<file path="src/rtl/roulette_pkg.sv">
// roulette_pkg: shared state encodings, opcodes and payout multipliers for the roulette round logic
package roulette_pkg;
    localparam logic [2:0] BETTING     = 3'd0;
    localparam logic [2:0] SPIN        = 3'd1;
    localparam logic [2:0] WAIT_RESULT = 3'd2;
    localparam logic [2:0] SETTLE      = 3'd3;
    localparam logic [2:0] DONE        = 3'd4;

    localparam logic [5:0] OP_SPIN = 6'b111110;
    localparam logic [5:0] OP_NONE = 6'b111111;
    localparam logic [5:0] OP_EVEN = 6'd40;
    localparam logic [5:0] OP_ODD  = 6'd41;

    localparam logic [7:0] STRAIGHT_MULT = 8'd36;
    localparam logic [7:0] EVEN_MULT     = 8'd2;
endpackage

</file>
<file path="src/rtl/roulette_payout_calc.sv">
// roulette_payout_calc: chips returned for one bet byte {stake, opcode} against a winning number
module roulette_payout_calc
    import roulette_pkg::*;
(
    input  logic [7:0] bet,
    input  logic [5:0] result,
    output logic [7:0] amount
);
    logic [7:0] stake;
    logic [5:0] op;
    logic       on_wheel;

    always_comb begin
        stake    = {6'd0, bet[7:6]};
        op       = bet[5:0];
        on_wheel = result <= 6'd36;
        amount   = !on_wheel                                      ? 8'd0 :
                   (op == result)                                 ? STRAIGHT_MULT * stake :
                   (op == OP_EVEN && result != 6'd0 && !result[0]) ? EVEN_MULT * stake :
                   (op == OP_ODD && result[0])                    ? EVEN_MULT * stake : 8'd0;
    end
endmodule

</file>
<file path="src/rtl/roulette_round_ctrl.sv">
// roulette_round_ctrl: collects bets, gates the wheel spin, captures the result and walks the
// bet buffer emitting one registered payout record per cycle
module roulette_round_ctrl
    import roulette_pkg::*;
#(
    parameter int MAX_BETS        = 12,
    parameter int SPIN_MIN_CYCLES = 1024,
    parameter int RESULT_TIMEOUT  = 65535
) (
    input  logic       clock,
    input  logic       reset,
    input  logic       bet_valid,
    input  logic [7:0] bet_data,
    output logic       bet_ready,
    input  logic       spin_req,
    output logic       spin_active,
    input  logic       result_valid,
    input  logic [5:0] result_number,
    output logic       payout_valid,
    output logic [3:0] payout_index,
    output logic [7:0] payout_amount,
    output logic       round_done,
    output logic       round_abort,
    output logic [3:0] bet_count,
    output logic [2:0] state_dbg
);
    localparam int CW = $clog2((SPIN_MIN_CYCLES > RESULT_TIMEOUT ? SPIN_MIN_CYCLES : RESULT_TIMEOUT) + 1);
    localparam logic [3:0] MAXB = 4'(MAX_BETS);

    logic [2:0]    state;
    logic [CW-1:0] cnt;
    logic [3:0]    idx;
    logic [5:0]    result;
    logic          aborted;
    logic [7:0]    bets [16];
    logic [7:0]    amount;
    logic          store;

    roulette_payout_calc u_calc (
        .bet    (bets[idx]),
        .result (result),
        .amount (amount)
    );

    always_comb begin
        bet_ready   = state == BETTING && bet_count < MAXB;
        store       = bet_valid && bet_ready && bet_data[7:6] != 2'd0 && bet_data[5:0] != OP_NONE;
        spin_active = state == SPIN || state == WAIT_RESULT;
        round_done  = state == DONE;
        round_abort = round_done && aborted;
        state_dbg   = state;
    end

    always_ff @(posedge clock) begin
        if (store)
            bets[bet_count] <= bet_data;
    end

    always_ff @(posedge clock or negedge reset) begin
        if (!reset) begin
            state         <= BETTING;
            bet_count     <= 4'd0;
            cnt           <= '0;
            idx           <= 4'd0;
            result        <= 6'd0;
            aborted       <= 1'b0;
            payout_valid  <= 1'b0;
            payout_index  <= 4'd0;
            payout_amount <= 8'd0;
        end else begin
            payout_valid <= 1'b0;
            case (state)
                BETTING: begin
                    if (store)
                        bet_count <= bet_count + 4'd1;
                    // a bet arriving with the spin request still joins this round
                    if (spin_req && (bet_count != 4'd0 || store)) begin
                        state <= SPIN;
                        cnt   <= '0;
                    end
                end
                SPIN: begin
                    cnt <= cnt + 1'b1;
                    if (cnt == CW'(SPIN_MIN_CYCLES - 1)) begin
                        cnt   <= '0;
                        state <= WAIT_RESULT;
                    end
                end
                WAIT_RESULT: begin
                    cnt <= cnt + 1'b1;
                    if (result_valid) begin
                        result <= result_number;
                        idx    <= 4'd0;
                        state  <= SETTLE;
                    end else if (cnt == CW'(RESULT_TIMEOUT - 1)) begin
                        aborted <= 1'b1;
                        state   <= DONE;
                    end
                end
                SETTLE: begin
                    if (idx == bet_count) begin
                        state <= DONE;
                    end else begin
                        payout_valid  <= 1'b1;
                        payout_index  <= idx;
                        payout_amount <= amount;
                        idx           <= idx + 4'd1;
                    end
                end
                DONE: begin
                    bet_count <= 4'd0;
                    aborted   <= 1'b0;
                    state     <= BETTING;
                end
                default: state <= BETTING;
            endcase
        end
    end
endmodule

</file>
<file path="config.mk">
export PLATFORM = sky130hd
export DESIGN_NAME = roulette_round_ctrl
export DESIGN_NICKNAME = d
export VERILOG_FILES = /design/src/rtl/roulette_pkg.sv /design/src/rtl/roulette_payout_calc.sv /design/src/rtl/roulette_round_ctrl.sv
export SDC_FILE = /design/constraint.sdc
export NUM_CORES = 1
export LEC_CHECK = 0
export ABC_AREA = 1
export ABC_CLOCK_PERIOD_IN_PS = 2150
export BUFFER_PORTS_ARGS = -buffer_cell sky130_fd_sc_hd__buf_2
export CAP_MARGIN = 0
export CORE_ASPECT_RATIO = 1.5
export CORE_UTILIZATION = 40
export CTS_CLUSTER_DIAMETER = 30
export DETAILED_ROUTE_END_ITERATION = 12
export GPL_TIMING_DRIVEN = 0
export MAX_ROUTING_LAYER = met4
export SYNTH_ARGS = -nofsm -noshare
export SYNTH_HDL_FRONTEND = slang
export SYNTH_HIERARCHICAL = 1
export SYNTH_SLANG_ARGS = --single-unit
</file>
<file path="constraint.sdc">
create_clock -name clock -period 2.15 [get_ports clock]
set_input_delay 0.43 -clock clock [delete_from_list [all_inputs] [get_ports clock]]
set_output_delay 0.43 -clock clock [all_outputs]
set_load 0.02 [all_outputs]
</file>
==> impl_metrics.csv, run 1 <==
group,metric,value,unit
placed_design,port_buffers,42,
final_layout,areaGrowthSynthToFinish,25.3,%
sta,slew_violations,0,
synthesis,synth.area.top_cells,"edfxtp_1 (48%), dfrtp_1 (15%), nand2_1 (8.2%), nor2_1 (5.8%), o21ai_0 (4.4%)",
sta,slew_headroom,0.285,
setup_path,crit_type,"flop to flop",
floorplan,fp.dieH,175,microns
route,drc,0,
synthesis,postSynth.asyncResetShare,0.269,
cts,clock_path_buffers,2,
floorplan,initial_core_util,0.411,
sta,finalWorstSetupSlack,-0.334,ns
synthesis,syn-instance-count,780,
global_routing,grt-ovfl-total,0,
floorplan,die-area,20400,sq um
route,routed_wl,20900,microns
job,cap_violations,0,
final_layout,drive_gt1_frac,0.236,
sta,rsz0062_at_grt,"yes",
status,violations,"setup timing",
global_routing,grt_pass1_wl,31600,microns
synthesis,synth_cell_types,33,
power,power.density,1330,nW/um^2
power,power_leakage,0.00416,uW
route,drt_iter0_markers,308,
floorplan,core-area,19300,sq um
sta,tns,-1.39,ns
setup_path,end_kind,"flop",
synthesis,seq_area_frac_synth,0.632,
setup_path,critical-path-top-delay-family,"simple AND/OR/NAND/NOR gates",
cts,insertion_delay,0.42,ns
global_routing,grt_max_degree,48,
global_routing,grt_use_total,0.221,
setup_path,crit_slowest_cell,"dfrtp_2",
power,ir_drop,0.792,mV
setup_path,start_kind,"flop",
setup_path,critPathMaxStageDelay,0.40,ns
sta,worstMarginPinSlew,1.07,ns
placed_design,post-dp-hpwl,13800,microns
sta,period_share,1.16,
sta,fmax,403,MHz
global_routing,antenna_found_initial,0,
synthesis,synth_seq_cells,175,
final_layout,fillCellCount,1712,
cts,path_clk_slew,0.07,ns
placed_design,dp_slack,-0.991,ns
sta,hold_viol,0,
synthesis,synth_flop_cell,"edfxtp_1",
setup_path,crit_top_cell,"nand2_1",
setup_path,cp.arrival,2.85,ns
floorplan,io_pins,43,
final_layout,final_common_cell,"nand2_1",
synthesis,syn_area_per_cell,10.2,sq um
final_layout,instances_no_fill,1174,
route,ant_nets,0,
min_path,hold_path_class,"input port to asynchronous set/reset pin",
route,via_per_inst,5.04,
route,drtPass1Iterations,7,
cts,numClockSinks,175,
floorplan,fp.dieW,117,microns
sta,skew,0.0132,ns
setup_path,worstPathCellList,"buf_8 > clkinv_8 > clkbuf_4 > o21ai_1 > o22ai_2 > o211ai_1 > nand2_1 > nand2_1 > nand2_1 > nor2_2 > nand3_2 > nor3_4 > buf_4 > nand2_2 > nand2_1",
placed_design,routabilityCongestion,0.855,
floorplan,row_count,62,
synthesis,synth_area,7940,sq um
cts,cts_buffers,17,
synthesis,yosysWarningCount,6,
synthesis,yosysTopAreaCell,"edfxtp_1",
sta,setup_viol,5,
synthesis,synth-edff-count,128,
final_layout,final_nets,931,
placed_design,dp.cells,1111,
sta,min_period,2.48,ns
setup_path,crit_fanout,10,
cts,cts_tree,"done",
cts,htreeDepth,4,
synthesis,yosys.area.top_type_share,0.484,
cts,cts_hold_buf,0,
final_layout,final_cell_mix,"nand2_1 (169), edfxtp_1 (128), nor2_1 (110)",
setup_path,required,2.52,ns
status,status,"finished with violations",
final_layout,insertedDiodeCount,0,
setup_path,cp.buffers_inverters,4,
route,num_vias,5922,
route,wl_per_cell,17.8,microns
global_routing,grt_pass1_vias,5692,
cts,root_buffer,"clkbuf_16",
[stage by stage]
step	power [uW]	utilization	hold slack, ns	area, sq um
2_1_floorplan	7530	-	0.134	8070
3_3_place_gp	9110	0.445	0.462	8600
3_5_place_dp	9170	0.446	0.474	8610
4_1_cts	12900	0.500	0.186	9650
5_1_grt	14000	0.515	0.190	9950
6_report	13300	0.515	0.199	9950
[synth_stat cells, types with 2 or more instances]
library cell	number
nor2_4	5
o21ai_2	2
o21ai_0	70
buf_6	6
nand3_2	2
nor2_2	4
buf_2	6
ha_1	7
nand4_1	6
inv_2	6
edfxtp_1	128
nor3_1	12
nand3_1	18
o21ai_1	7
o22ai_1	16
clkbuf_1	15
inv_1	51
o211ai_1	32
dfrtp_1	47
conb_1	2
nor2_1	123
nand2_2	8
a21oi_1	4
xor2_1	8
buf_4	7
nand2_4	2
nand2_1	173
xnor2_1	8
[report_power, final]
group / leakage [uW] / switching (uW) / internal (uW) / total [uW]
combinational: 0.00209 / 3780 / 2160 / 5950
sequential: 0.00180 / 319 / 4030 / 4350
clock: 0.000275 / 1430 / 1540 / 2970
[per-layer routing]
metal	routed length, microns	share of wire	global-route usage	up-vias
met5	0	0	-	-
met4	782	0.037	0.0997	0
met2	11200	0.54	0.377	177
met1	8060	0.39	0.252	2855
li1	-	-	-	2856
met3	845	0.040	0.0368	34
[repair_timing]
action | CTS | global route
buffers inserted | 19 | 13
endpoints found under the setup margin | 101 | 86
gates cloned | 2 | 0
endpoints found under the hold margin | 0 | 0
resized for setup | 80 | 43
pin swaps | 11 | 34
[kinds of logic after synthesis]
logic type / after synthesis / share of synthesized area
simple gates: 354 / 0.186
compound gates: 133 / 0.0982
buf+inv: 93 / 0.0539
flops: 175 / 0.632
other cells: 2 / 0.000946
fa+ha+maj: 7 / 0.0110
xor+xnor: 16 / 0.0176
[cell type report]
| cell class | count | area [sq um] | share of cell area |
|---|---|---|---|
| sequential | 175 | 5020 | 0.504 |
| multi-input combinational | 545 | 2900 | 0.291 |
| timing repair buffer | 75 | 614 | 0.0617 |
| clock buffer | 17 | 425 | 0.0427 |
| tap | 256 | 320 | 0.0322 |
| buffer | 33 | 299 | 0.0300 |
| inverter | 58 | 235 | 0.0236 |
| clock inverter | 15 | 143 | 0.0143 |
[sequential cells by signal, summed over array words and instances, names as in the netlist]
signal         cells
result             6
payout_amount      8
state_dbg          3
aborted            1
payout_valid       1
idx                4
payout_index       4
bets             128
bet_count          4
cnt               16
[final timing paths]
| check | startpoint | end | slack, ns | cells after the start |
|---|---|---|---|---|
| max | idx[0]$_DFFE_PN0P_ | payout_amount[6]$_DFFE_PN0P_ | -0.33 | 15 |
| min | reset | payout_amount[7]$_DFFE_PN0P_ | 0.20 | 1 |
| max reg2reg | idx[0]$_DFFE_PN0P_ | payout_amount[6]$_DFFE_PN0P_ | -0.33 | 15 |
| min reg2reg | payout_amount[1]$_DFFE_PN0P_ | payout_amount[1]$_DFFE_PN0P_ | 0.49 | 2 |
| max in group asynchronous | reset | idx[0]$_DFFE_PN0P_ | 1.22 | 1 |
| min in group clock | result_number[1] | result[1]$_DFFE_PN0P_ | 0.20 | 3 |
(Power assumes the default switching activity.)
==> inputs of run 2 (changes only) <==
--- a/config.mk
+++ b/config.mk
@@ -6,5 +6,5 @@
 export NUM_CORES = 1
 export LEC_CHECK = 0
-export ABC_AREA = 1
+export ABC_AREA = 0
 export ABC_CLOCK_PERIOD_IN_PS = 2150
 export BUFFER_PORTS_ARGS = -buffer_cell sky130_fd_sc_hd__buf_2
==> constraint.sdc (replaced) <==
create_clock -name clock -period 2.15 [get_ports clock]
set_input_delay 0.43 -clock clock [delete_from_list [all_inputs] [get_ports clock]]
set_output_delay 0.43 -clock clock [all_outputs]
set_load 0.05 [all_outputs]
==> impl_metrics.csv, run 2 <==
group,metric,value,unit
job,cap_violations,0,
power,power_leakage,0.00368,uW
sta,hold_viol,0,
setup_path,rr_startpoint,"idx[0]$_DFFE_PN0P_",
synthesis,synth.most_common_cell,"edfxtp_1",
sta,skew,0.00990,ns
global_routing,grt_use_total,0.184,
final_layout,insertedDiodeCount,0,
global_routing,grt_pass1_wl,25400,microns
placed_design,dp.cells,839,
power,ir_drop,0.722,mV
floorplan,core-area,18600,sq um
sta,slew_violations,0,
setup_path,ff2ff_setup_slack,-0.54,ns
final_layout,final_nets,645,
route,num_vias,4664,
setup_path,start_kind,"flop",
final_layout,multi_input_area,2860,sq um
placed_design,dp_slack,-0.731,ns
final_layout,drive_gt1_frac,0.362,
floorplan,initial_core_util,0.410,
status,violations,"setup timing",
final_layout,regArea,5020,sq um
sta,worstMarginPinSlew,1.07,ns
cts,cts_buffers,17,
floorplan,row_count,61,
cts,path_clk_slew,0.07,ns
placed_design,routabilityCongestion,0.823,
sta,finalWorstSetupSlack,-0.540,ns
synthesis,yosysWarningCount,6,
setup_path,crit_fanout,7,
synthesis,yosysTopAreaCell,"edfxtp_1",
final_layout,areaGrowthSynthToFinish,23.6,%
sta,fmax,372,MHz
sta,setup_viol,5,
floorplan,io_pins,43,
synthesis,syn_area_per_cell,14.9,sq um
min_path,hold_path_class,"input port to asynchronous set/reset pin",
synthesis,yosys.area.top_type_share,0.503,
cts,cts_tree,"done",
power,power.density,1120,nW/um^2
setup_path,reg2reg_to,"payout_amount[2]$_DFFE_PN0P_",
setup_path,required,2.47,ns
cts,insertion_delay,0.43,ns
route,drc,0,
placed_design,port_buffers,42,
setup_path,crit_start,"idx[0]$_DFFE_PN0P_",
global_routing,grt_pass1_vias,4645,
final_layout,reg_top3,"bets (128), cnt (16), payout_amount (8)",
synthesis,postSynth.asyncResetShare,0.269,
setup_path,r2r_cells,10,
route,routed_wl,16800,microns
sta,period_share,1.25,
floorplan,fp.dieH,171,microns
cts,clock_path_buffers,2,
placed_design,post-dp-hpwl,11200,microns
final_layout,fillCellCount,1614,
route,dr_wl_met2,9150,microns
final_layout,final_core_util,0.507,
final_layout,final_cell_mix,"edfxtp_1 (128), dfrtp_1 (44), buf_2 (41)",
synthesis,synth_area,7640,sq um
cts,numClockSinks,175,
sta,holdWs,0.190,ns
synthesis,synth_flop_cell,"edfxtp_1",
floorplan,die-area,19700,sq um
synthesis,synth.area.top_cells,"edfxtp_1 (50%), dfrtp_1 (15%), mux4_2 (4.7%), mux2_2 (4.0%), mux2i_1 (3.4%)",
route,via_per_inst,5.28,
synthesis,synth_seq_cells,175,
synthesis,synth_cell_types,65,
cts,root_buffer,"clkbuf_16",
cts,htreeDepth,4,
sta,rsz0062_at_grt,"yes",
setup_path,crit_type,"flop to flop",
synthesis,seq_area_frac_synth,0.657,
setup_path,end_kind,"flop",
global_routing,grt-ovfl-total,0,
sta,slew_headroom,0.287,
sta,min_period,2.69,ns
route,drtPass1Iterations,5,
global_routing,grt_max_degree,48,
route,drt_iter0_markers,203,
final_layout,largest-register,"bets",
status,status,"finished with violations",
global_routing,antenna_found_initial,0,
final_layout,instances_no_fill,884,
synthesis,synth-edff-count,128,
setup_path,cp.arrival,3.01,ns
floorplan,fp.dieW,115,microns
final_layout,final_common_cell,"edfxtp_1",
synthesis,synth_common_cells,"edfxtp_1 (128), dfrtp_1 (47), nand2_1 (32)",
route,wl_met1,6590,microns
sta,tns,-2.44,ns
final_layout,largest_register_ffs,128,
route,top_layer,"met4",
route,dr_wl_met3,490,microns
route,wl_per_cell,19.0,microns
synthesis,syn-instance-count,512,
route,ant_nets,0,
## run 2: cell families (layout without fill, tap and decap cells)
| family | Yosys count | in the layout | synth area share |
|---|---|---|---|
| mux | 70 | 70 | 0.123 |
| other cells | 2 | 35 | 0.000983 |
| compound gates | 91 | 91 | 0.0817 |
| fa+ha+maj | 7 | 7 | 0.0115 |
| xor+xnor | 13 | 13 | 0.0149 |
| flops | 175 | 175 | 0.657 |
| simple gates | 120 | 120 | 0.0881 |
| buf+inv | 34 | 121 | 0.0226 |
## run 2: metal layers
layer / vias to the layer above / track usage
met2: 94 / 0.324
met1: 2366 / 0.203
met4: 0 / 0.0898
met5: - / -
met3: 32 / 0.0282
li1: 2172 / -
## run 2: layout make-up
class	instances	area share
Inverter	7	0.00278
Tap cell	252	0.0334
Multi-Input combinational cell	336	0.303
Sequential cell	175	0.532
Buffer	24	0.0259
Timing Repair Buffer	58	0.0416
Clock buffer	17	0.0451
Clock inverter	15	0.0162
## run 2: timing repair
item | CTS | global route
cloned | 0 | 2
pin swaps | 8 | 19
endpoints found under the hold margin | 0 | 0
gates resized for setup | 44 | 52
endpoints found under the setup margin | 115 | 91
buffers inserted | 7 | 7
hold buffers | 0 | 0
## run 2: report_power, final
| group | leakage (uW) | internal, uW | switching (uW) | total [uW] |
|---|---|---|---|---|
| combinational | 0.00160 | 1500 | 1880 | 3380 |
| clock | 0.000283 | 1540 | 1430 | 2970 |
| sequential | 0.00179 | 3960 | 306 | 4260 |
| total | 0.00368 | 7000 | 3620 | 10600 |
## run 2: through the flow
step / cell area (sq um) / total power, uW
global placement: 8360 / 6990
finish: 9440 / 10600
detailed placement: 8360 / 7060
floorplan: 7840 / 6300
CTS: 9130 / 10300
global route: 9440 / 11100
## run 2: worst max-delay path by stage
stage,endpoint,cells past startpoint
after floorplan,payout_amount[2]$_DFFE_PN0P_,10
after global placement,payout_amount[2]$_DFFE_PN0P_,11
after detailed placement,payout_amount[6]$_DFFE_PN0P_,11
after CTS,payout_amount[6]$_DFFE_PN0P_,11
after global routing,payout_amount[2]$_DFFE_PN0P_,12
final,payout_amount[2]$_DFFE_PN0P_,10
## run 2: worst max-delay path, stage by stage (launching register included)
cell	delay, ns
dfrtp_1	0.40
buf_8	0.18
clkbuf_16	0.17
mux4_2	0.52
a22oi_2	0.21
nand2_2	0.16
xnor2_2	0.21
nand2_2	0.11
o311ai_2	0.27
o2bb2ai_1	0.09
mux2_4	0.26
